`src/rtl/amber48_uart_tx.sv`:
```
// Purpose: buffers MMIO UART byte strobes in a small FIFO and shifts them out as 8N1 frames on one pin.
// Latency: a byte pushed into an empty, idle transmitter starts its start bit two cycles later; frames are 10*CLKS_PER_BIT cycles.
// Backpressure: none towards dmem; a push into a full FIFO with no same-cycle pop is dropped and flagged in overflow_o.
//
// Ports:
//   clk_i          system clock
//   rst_ni         asynchronous active-low reset
//   tx_valid_i     one-cycle push strobe, tx_data_i sampled with it
//   tx_data_i      byte to transmit
//   clr_overflow_i clears the sticky overflow flag (a same-cycle drop wins)
//   uart_tx_o      registered serial line, idle high
//   busy_o         frame on the line or bytes still queued
//   fifo_full_o    FIFO holds FIFO_DEPTH entries
//   fifo_level_o   current FIFO entry count
//   overflow_o     sticky, a push was dropped
module amber48_uart_tx #(
    parameter int CLK_HZ     = 27000000,
    parameter int BAUD       = 115200,
    parameter int FIFO_DEPTH = 16
) (
    input  logic                             clk_i,
    input  logic                             rst_ni,
    input  logic                             tx_valid_i,
    input  logic [7:0]                       tx_data_i,
    input  logic                             clr_overflow_i,
    output logic                             uart_tx_o,
    output logic                             busy_o,
    output logic                             fifo_full_o,
    output logic [$clog2(FIFO_DEPTH+1)-1:0]  fifo_level_o,
    output logic                             overflow_o
);

    localparam int CLKS_PER_BIT = CLK_HZ / BAUD;
    localparam int CNT_W        = (CLKS_PER_BIT > 1) ? $clog2(CLKS_PER_BIT) : 1;
    localparam int PTR_W        = (FIFO_DEPTH > 1) ? $clog2(FIFO_DEPTH) : 1;
    localparam int LVL_W        = $clog2(FIFO_DEPTH + 1);

    localparam logic [CNT_W-1:0] CNT_LAST = CNT_W'(CLKS_PER_BIT - 1);
    localparam logic [LVL_W-1:0] LVL_FULL = LVL_W'(FIFO_DEPTH);

    generate
        if (CLKS_PER_BIT < 2) begin : g_bad_baud
            $error("amber48_uart_tx: CLK_HZ/BAUD must be at least 2");
        end
        if ((FIFO_DEPTH < 2) || ((FIFO_DEPTH & (FIFO_DEPTH - 1)) != 0)) begin : g_bad_depth
            $error("amber48_uart_tx: FIFO_DEPTH must be a power of two >= 2");
        end
    endgenerate

    typedef enum logic [1:0] {
        ST_IDLE,
        ST_START,
        ST_DATA,
        ST_STOP
    } state_t;

    // ------------------------------------------------------------------
    // Byte FIFO: circular buffer, pointers wrap naturally (power-of-two
    // depth), occupancy kept in its own counter so full/empty are trivial.
    // ------------------------------------------------------------------
    logic [7:0]       fifo_mem [FIFO_DEPTH];
    logic [PTR_W-1:0] wr_ptr_q;
    logic [PTR_W-1:0] rd_ptr_q;
    logic [LVL_W-1:0] level_q;
    logic [LVL_W-1:0] level_d;
    logic             overflow_q;
    logic             fifo_empty;
    logic             fifo_full;
    logic             push_vld;
    logic             pop_vld;
    logic             drop_vld;
    logic [7:0]       head_dat;

    assign fifo_empty = (level_q == '0);
    assign fifo_full  = (level_q == LVL_FULL);
    assign head_dat   = fifo_mem[rd_ptr_q];

    // A full FIFO still accepts a byte when the transmitter pops in the
    // same cycle, so the slot freed by the pop is reused immediately.
    assign push_vld = tx_valid_i & (~fifo_full | pop_vld);
    assign drop_vld = tx_valid_i & ~push_vld;

    always_comb begin : level_next
        level_d = level_q;
        case ({push_vld, pop_vld})
            2'b10:   level_d = level_q + LVL_W'(1);
            2'b01:   level_d = level_q - LVL_W'(1);
            default: level_d = level_q;
        endcase
    end

    always_ff @(posedge clk_i) begin
        if (push_vld) begin
            fifo_mem[wr_ptr_q] <= tx_data_i;
        end
    end

    always_ff @(posedge clk_i or negedge rst_ni) begin
        if (!rst_ni) begin
            wr_ptr_q   <= '0;
            rd_ptr_q   <= '0;
            level_q    <= '0;
            overflow_q <= 1'b0;
        end else begin
            if (push_vld) begin
                wr_ptr_q <= wr_ptr_q + PTR_W'(1);
            end
            if (pop_vld) begin
                rd_ptr_q <= rd_ptr_q + PTR_W'(1);
            end
            level_q <= level_d;
            // A drop in the same cycle as a clear keeps the flag set.
            if (drop_vld) begin
                overflow_q <= 1'b1;
            end else if (clr_overflow_i) begin
                overflow_q <= 1'b0;
            end
        end
    end

    // ------------------------------------------------------------------
    // Frame FSM. The line value is computed for the next cycle and then
    // registered, so uart_tx_o comes straight from a flop.
    // ------------------------------------------------------------------
    state_t           state_q;
    state_t           state_d;
    logic [CNT_W-1:0] baud_cnt_q;
    logic [CNT_W-1:0] baud_cnt_d;
    logic [2:0]       bit_idx_q;
    logic [2:0]       bit_idx_d;
    logic [7:0]       shift_q;
    logic [7:0]       shift_d;
    logic             tx_q;
    logic             tx_d;
    logic             busy_q;
    logic             busy_d;
    logic             baud_done;

    assign baud_done = (baud_cnt_q == CNT_LAST);

    always_comb begin : fsm_next
        state_d    = state_q;
        baud_cnt_d = baud_cnt_q + CNT_W'(1);
        bit_idx_d  = bit_idx_q;
        shift_d    = shift_q;
        tx_d       = tx_q;
        pop_vld    = 1'b0;

        case (state_q)
            ST_IDLE: begin
                baud_cnt_d = '0;
                tx_d       = 1'b1;
                if (!fifo_empty) begin
                    pop_vld = 1'b1;
                    shift_d = head_dat;
                    state_d = ST_START;
                    tx_d    = 1'b0;
                end
            end
            ST_START: begin
                if (baud_done) begin
                    baud_cnt_d = '0;
                    bit_idx_d  = 3'd0;
                    state_d    = ST_DATA;
                    tx_d       = shift_q[0];
                end
            end
            ST_DATA: begin
                if (baud_done) begin
                    baud_cnt_d = '0;
                    if (bit_idx_q == 3'd7) begin
                        state_d = ST_STOP;
                        tx_d    = 1'b1;
                    end else begin
                        // Next data bit is the one that lands in shift[0].
                        shift_d   = {1'b0, shift_q[7:1]};
                        bit_idx_d = bit_idx_q + 3'd1;
                        tx_d      = shift_q[1];
                    end
                end
            end
            ST_STOP: begin
                if (baud_done) begin
                    baud_cnt_d = '0;
                    if (!fifo_empty) begin
                        // Chain straight into the next start bit: no idle gap.
                        pop_vld = 1'b1;
                        shift_d = head_dat;
                        state_d = ST_START;
                        tx_d    = 1'b0;
                    end else begin
                        state_d = ST_IDLE;
                        tx_d    = 1'b1;
                    end
                end
            end
            default: begin
                state_d    = ST_IDLE;
                baud_cnt_d = '0;
                tx_d       = 1'b1;
            end
        endcase
    end

    // busy is registered from next-state values so it tracks state_q/level_q exactly.
    assign busy_d = (state_d != ST_IDLE) | (level_d != '0);

    always_ff @(posedge clk_i or negedge rst_ni) begin
        if (!rst_ni) begin
            state_q    <= ST_IDLE;
            baud_cnt_q <= '0;
            bit_idx_q  <= '0;
            shift_q    <= '0;
            tx_q       <= 1'b1;
            busy_q     <= 1'b0;
        end else begin
            state_q    <= state_d;
            baud_cnt_q <= baud_cnt_d;
            bit_idx_q  <= bit_idx_d;
            shift_q    <= shift_d;
            tx_q       <= tx_d;
            busy_q     <= busy_d;
        end
    end

    assign uart_tx_o    = tx_q;
    assign busy_o       = busy_q;
    assign fifo_full_o  = fifo_full;
    assign fifo_level_o = level_q;
    assign overflow_o   = overflow_q;

endmodule

```
`config.mk`:
```
export PLATFORM = sky130hd
export DESIGN_NAME = amber48_uart_tx
export DESIGN_NICKNAME = d
export VERILOG_FILES = /design/src/rtl/amber48_uart_tx.sv
export SDC_FILE = /design/constraint.sdc
export NUM_CORES = 1
export LEC_CHECK = 0
export CORE_MARGIN = 2
export CORE_UTILIZATION = 53
export CTS_CLUSTER_SIZE = 28
export DETAILED_ROUTE_END_ITERATION = 12
export PLACE_DENSITY = 0.8
export SYNTH_ARGS = -nofsm -noshare
export SYNTH_HDL_FRONTEND = slang
export SYNTH_SLANG_ARGS = --single-unit
```
`constraint.sdc`:
```
create_clock -name clk_i -period 7.64 [get_ports clk_i]
set_clock_uncertainty 0.1 [all_clocks]
set_input_delay 1.528 -clock clk_i [delete_from_list [all_inputs] [get_ports clk_i]]
set_output_delay 1.528 -clock clk_i [all_outputs]
set_load 0.005 [all_outputs]
```
---- Word level (Yosys, flattened, before mapping) ----
Memory sizes are Yosys's and may differ from the RTL's.
Index checks and enable logic that the tools add are counted.
word-level totals
  bits in writable memories ............... 128
  output and inout bits ................... 9
  memories kept ........................... 1
  bits in registers ....................... 37
  input port bits ......................... 12
  word-level logic and storage cells ...... 78
operators by class
  muxes and demuxes ....................... 32
  equality and inequality tests ........... 12
  reduce and logical (&&, ||, !) cells .... 11
  bitwise operators ....................... 6
  add/subtract/negate cells ............... 6
memory list
  name      depth  width  read ports  clocked after Yosys merged registers in  wr ports  line  text
  fifo_mem  16     8      1           0                                        1         61    logic [7:0] fifo_mem [FIFO_DEPTH];
operators with widths
  kind                   number
  $mux W8                5
  $pmux W8 S3            1
  $pmux W8 S2            1
  $mux W1                12
  $mux W2                5
  $pmux W5 S2            1
  $mux W3                3
  $add A4 B1 Y4 const B  2
  $add A8 B1 Y8 const B  1
  $eq A8 B8 Y1 const B   1
  $ne A2 B2 Y1 const B   4
  $pmux W2 S4            1
  $reduce_and A4 Y1      2
  $eq A2 B2 Y1 const B   3
  $pmux W3 S2            1
  $reduce_bool A2 Y1     3
  $add A5 B1 Y5 const B  1
  $eq A5 B5 Y1 const B   1
  $logic_not A5 Y1       1
  $reduce_bool A5 Y1     1
  $sub A5 B1 Y5 const B  1
  $eq A2 B1 Y1 const B   2
  $pmux W1 S4            1
  $add A3 B1 Y3 const B  1
  other kinds (9)        12

---- Logic depth before layout (Yosys ltp) ----
  word-level depth ........................ 10
  gate-level depth with buffers ........... 12
  depth with buffers taken out ............ 12

---- Worst setup path before layout ----
OpenSTA, ideal clock, no wires.
  path type ............................... input -> register
  from .................................... input tx_valid_i
  to ...................................... register busy_q, in the netlist busy_o
  path slack .............................. 4028 ps
  data arrival time ....................... 3373 ps
  stages .................................. 7
  data required time ...................... 7402 ps
  path buffers ............................ 0
  setup time .............................. 138 ps
  cells stage by stage .................... nor4_4 ha_1 a21o_1 a21oi_1 mux2i_4 xnor2_1 nand4b_1
on the way
  word-level cells in the longest chain between the ends .. 5
  elaborated cells between the ends (all ways) .. 6
  those cells by class .................... eq/ne: 2; mux: 1; bitwise: 2; reduce/logical: 1
ends and longest elaborated chain
  item                                          line  text
  from (decl)                                   23    input logic tx_valid_i,
  $and A1 B1 Y1 *                               80    assign push_vld = tx_valid_i & (~fifo_full | pop_vld);
  $eq A2 B1 Y1 or $eq A2 B2 Y1 (tied branches)  85    case ({push_vld, pop_vld})
  $pmux W5 S2 *                                 85
  net level_d[4]                                65    logic [LVL_W-1:0] level_d;
  $reduce_bool A5 Y1 *                          206   assign busy_d = (state_d != ST_IDLE) | (level_d != '0);
  $or A1 B1 Y1 *                                206
  net busy_d                                    136   logic busy_d;
  to (signal assigned)                          222   busy_q <= busy_d;
  to (decl)                                     135   logic busy_q;
The timed path passes the listed nets; every way through them passes the cells marked *.
A chain may end at the register's enable or synchronous reset.

---- Worst setup path after layout ----
Same ends and word-level chain as after synthesis.

==> out/results.ini <==
[run_status]
status=complete, no violations

[pwr]
ir_drop_v=0.000310
finalPower_mw=3.01
leakage_nw=2.83
p_per_area_mw_per_mm2=372

[synth]
ys_warn_count=0
syn_inst=403
ys_types=57
syn-cell-area_mm2=0.00716
ys_async_sr_fraction=0.224
synth_edf_count=128
synth.top_cell.area_share=0.537
syn_area_per_cell_um2=17.8
synth_most_common_cell=edfxtp_1
ys_dominant_reg_cell=edfxtp_1
synth_top_cells_by_area=edfxtp_1 (54%), dfrtp_1 (13%), mux4_2 (8.2%)
yosysTopAreaCell=edfxtp_1
synth_seq_cells=165
synthesis.nets=433
synth_common_cells=edfxtp_1 (128), dfrtp_1 (36), mux4_2 (26)
seq_area_frac_synth=0.667

[final_layout]
nets=460
drive_above_1_share=0.181
instances_no_fill=619
diodes=0
area_growth_pct=13.3

[floorplan]
die_h_um=120
top_level_ports=21
core_mm2=0.0132
fp.dieW_um=120
start_util=0.542
die_area_mm2=0.0144
fp-row-count=42

[global_route]
track_usage=0.195
grt_max_degree=38
grt_pass1_vias=3738
antenna_found_initial=0
grt_pass1_wl_um=20500
grt_overflow_total=0

[sta]
min_period_ns=4.00
max-slew-margin-rel=0.248
rsz0062_at_grt=no
clock.fmax_mhz=250
setup_tns_ns=0
tightest_slew_ns=1.13
setup_viol=0
whs_ns=0.423
hold_viol_final=0
finalCritPeriodShare=0.524
finalMaxSlewViolations=0

[worst_setup_path]
arrival_ns=4.19
required_ns=7.83
cp-end-kind=flip-flop
critPathLaunchType=input pin
worstSetupPathType=input pin to flip-flop
critPathMaxFanout=9

[cts]
post_cts_buffers=0
cts_tree=done
cts-resized-gates=0
cts_buffers=17
path_clk_slew_ns=0.07
clock_path_buffers=2
clock_latency_ns=0.43
htree_levels=4
cts.sinks=165
cts.hold.buffers_added=0
ctsRootBufferMaster=clkbuf_16

[detailed_routing]
drc=0
vias_per_cell=5.91
drt_iter0_drc=301
dr.pass1.iters=4
wl_per_cell_um=20.7
wl_um=12800
num_vias=3660
final_antenna_net_count=0

[place]
gp_congestion=0.758
dp_hpwl_um=8000
placed_cells=587
portBuffers=20

[run]
drv_cap=0

[worst_hold_path]
holdCritPathClass=flip-flop to flip-flop

## flip-flops by register name, indices dropped and copies added (netlist names)
register and count:
baud_cnt_q 8, bit_idx_q 3, busy_o 1, fifo_level_o 5
fifo_mem 128, overflow_o 1, rd_ptr_q 4, shift_q 8
state_q 2, uart_tx_o 1, wr_ptr_q 4
## area by class of cell
cell class              count  area, µm²
fillers                   936       5080
flip-flops and latches    165       4770
multi-input cells         209       2220
clock buffers              17        425
repair buffers             25        233
well taps                 176        220
clock inverters            15        186
inverters                  12       45.0
## worst max-delay path, stage by stage
cell             delay (ns)
clkdlybuf4s50_1        0.59
nor4_4                 0.68
ha_1                   0.39
a21o_1                 0.19
a21oi_1                0.27
mux2i_4                0.28
xnor2_1                0.09
nand4b_1               0.18
## metal layers
| layer | global-route usage | part of all wire |
|---|---|---|
| met3 | 0.0542 | 0.038 |
| met4 | 0.0654 | 0.015 |
| met1 | 0.256 | 0.42 |
| met2 | 0.319 | 0.52 |
| met5 | 0 | 0 |
## logic make-up (layout without fill, tap and decap cells)
family / count (synthesis) / in the layout / share of synthesized area
and+or+nand+nor: 80 / 80 / 0.0670
adders and majority gates: 18 / 18 / 0.0325
buffers and inverters: 29 / 69 / 0.0226
DFF: 165 / 165 / 0.667
xor gates and xnor gates: 16 / 16 / 0.0196
AOI/OAI and AO/OA: 42 / 42 / 0.0399
muxes: 53 / 53 / 0.152
## final timing paths
| path | startpoint | end | slack (ns) | cells after the start |
|---|---|---|---|---|
| max in group asynchronous | rst_ni | rd_ptr_q[0] | 5.72 | 1 |
| hold / removal | bit_idx_q[1] | bit_idx_q[1] | 0.42 | 2 |
| min in group asynchronous | rst_ni | baud_cnt_q[5] | 1.11 | 1 |
| setup / recovery | tx_valid_i | busy_o | 3.64 | 8 |
| setup reg to reg | state_q[0] | busy_o | 4.36 | 10 |
| hold reg to reg | bit_idx_q[1] | bit_idx_q[1] | 0.42 | 2 |
## per-stage QoR
stage          utilization  setup slack (ns)  area (µm²)
4_1_cts              0.614              3.64        8110
5_1_grt              0.614              3.46        8110
3_3_place_gp         0.568              3.30        7490
3_5_place_dp         0.568              3.19        7490
6_report             0.614              3.64        8110
2_1_floorplan            -              4.03        7160
## cell usage in the layout, fill, tap and decap left out, types with 3 or more instances in the layout
| cell | n |
|---|---|
| mux2i_1 | 8 |
| clkdlybuf4s50_1 | 19 |
| o21ai_1 | 4 |
| nor4_1 | 5 |
| dfrtp_1 | 35 |
| clkinv_8 | 4 |
| inv_8 | 4 |
| nand3_1 | 6 |
| clkbuf_16 | 17 |
| inv_1 | 12 |
| nor2_1 | 18 |
| and2_1 | 9 |
| ha_1 | 17 |
| o21bai_1 | 3 |
| nor3b_2 | 3 |
| xnor2_1 | 9 |
| nor3_1 | 7 |
| xor2_1 | 7 |
| mux4_1 | 13 |
| o21ai_0 | 5 |
| nand2_1 | 13 |
| edfxtp_1 | 128 |
| buf_4 | 5 |
| nand2b_1 | 4 |
| a21oi_1 | 12 |
| mux2_1 | 4 |
| mux4_2 | 26 |
## power breakdown
group	total [mW]	switching (mW)	internal (mW)
Sequential	1.29	0.175	1.11
Clock	0.862	0.392	0.470
Combinational	0.862	0.402	0.460
Note: power is estimated with default switching activity, not from simulation.
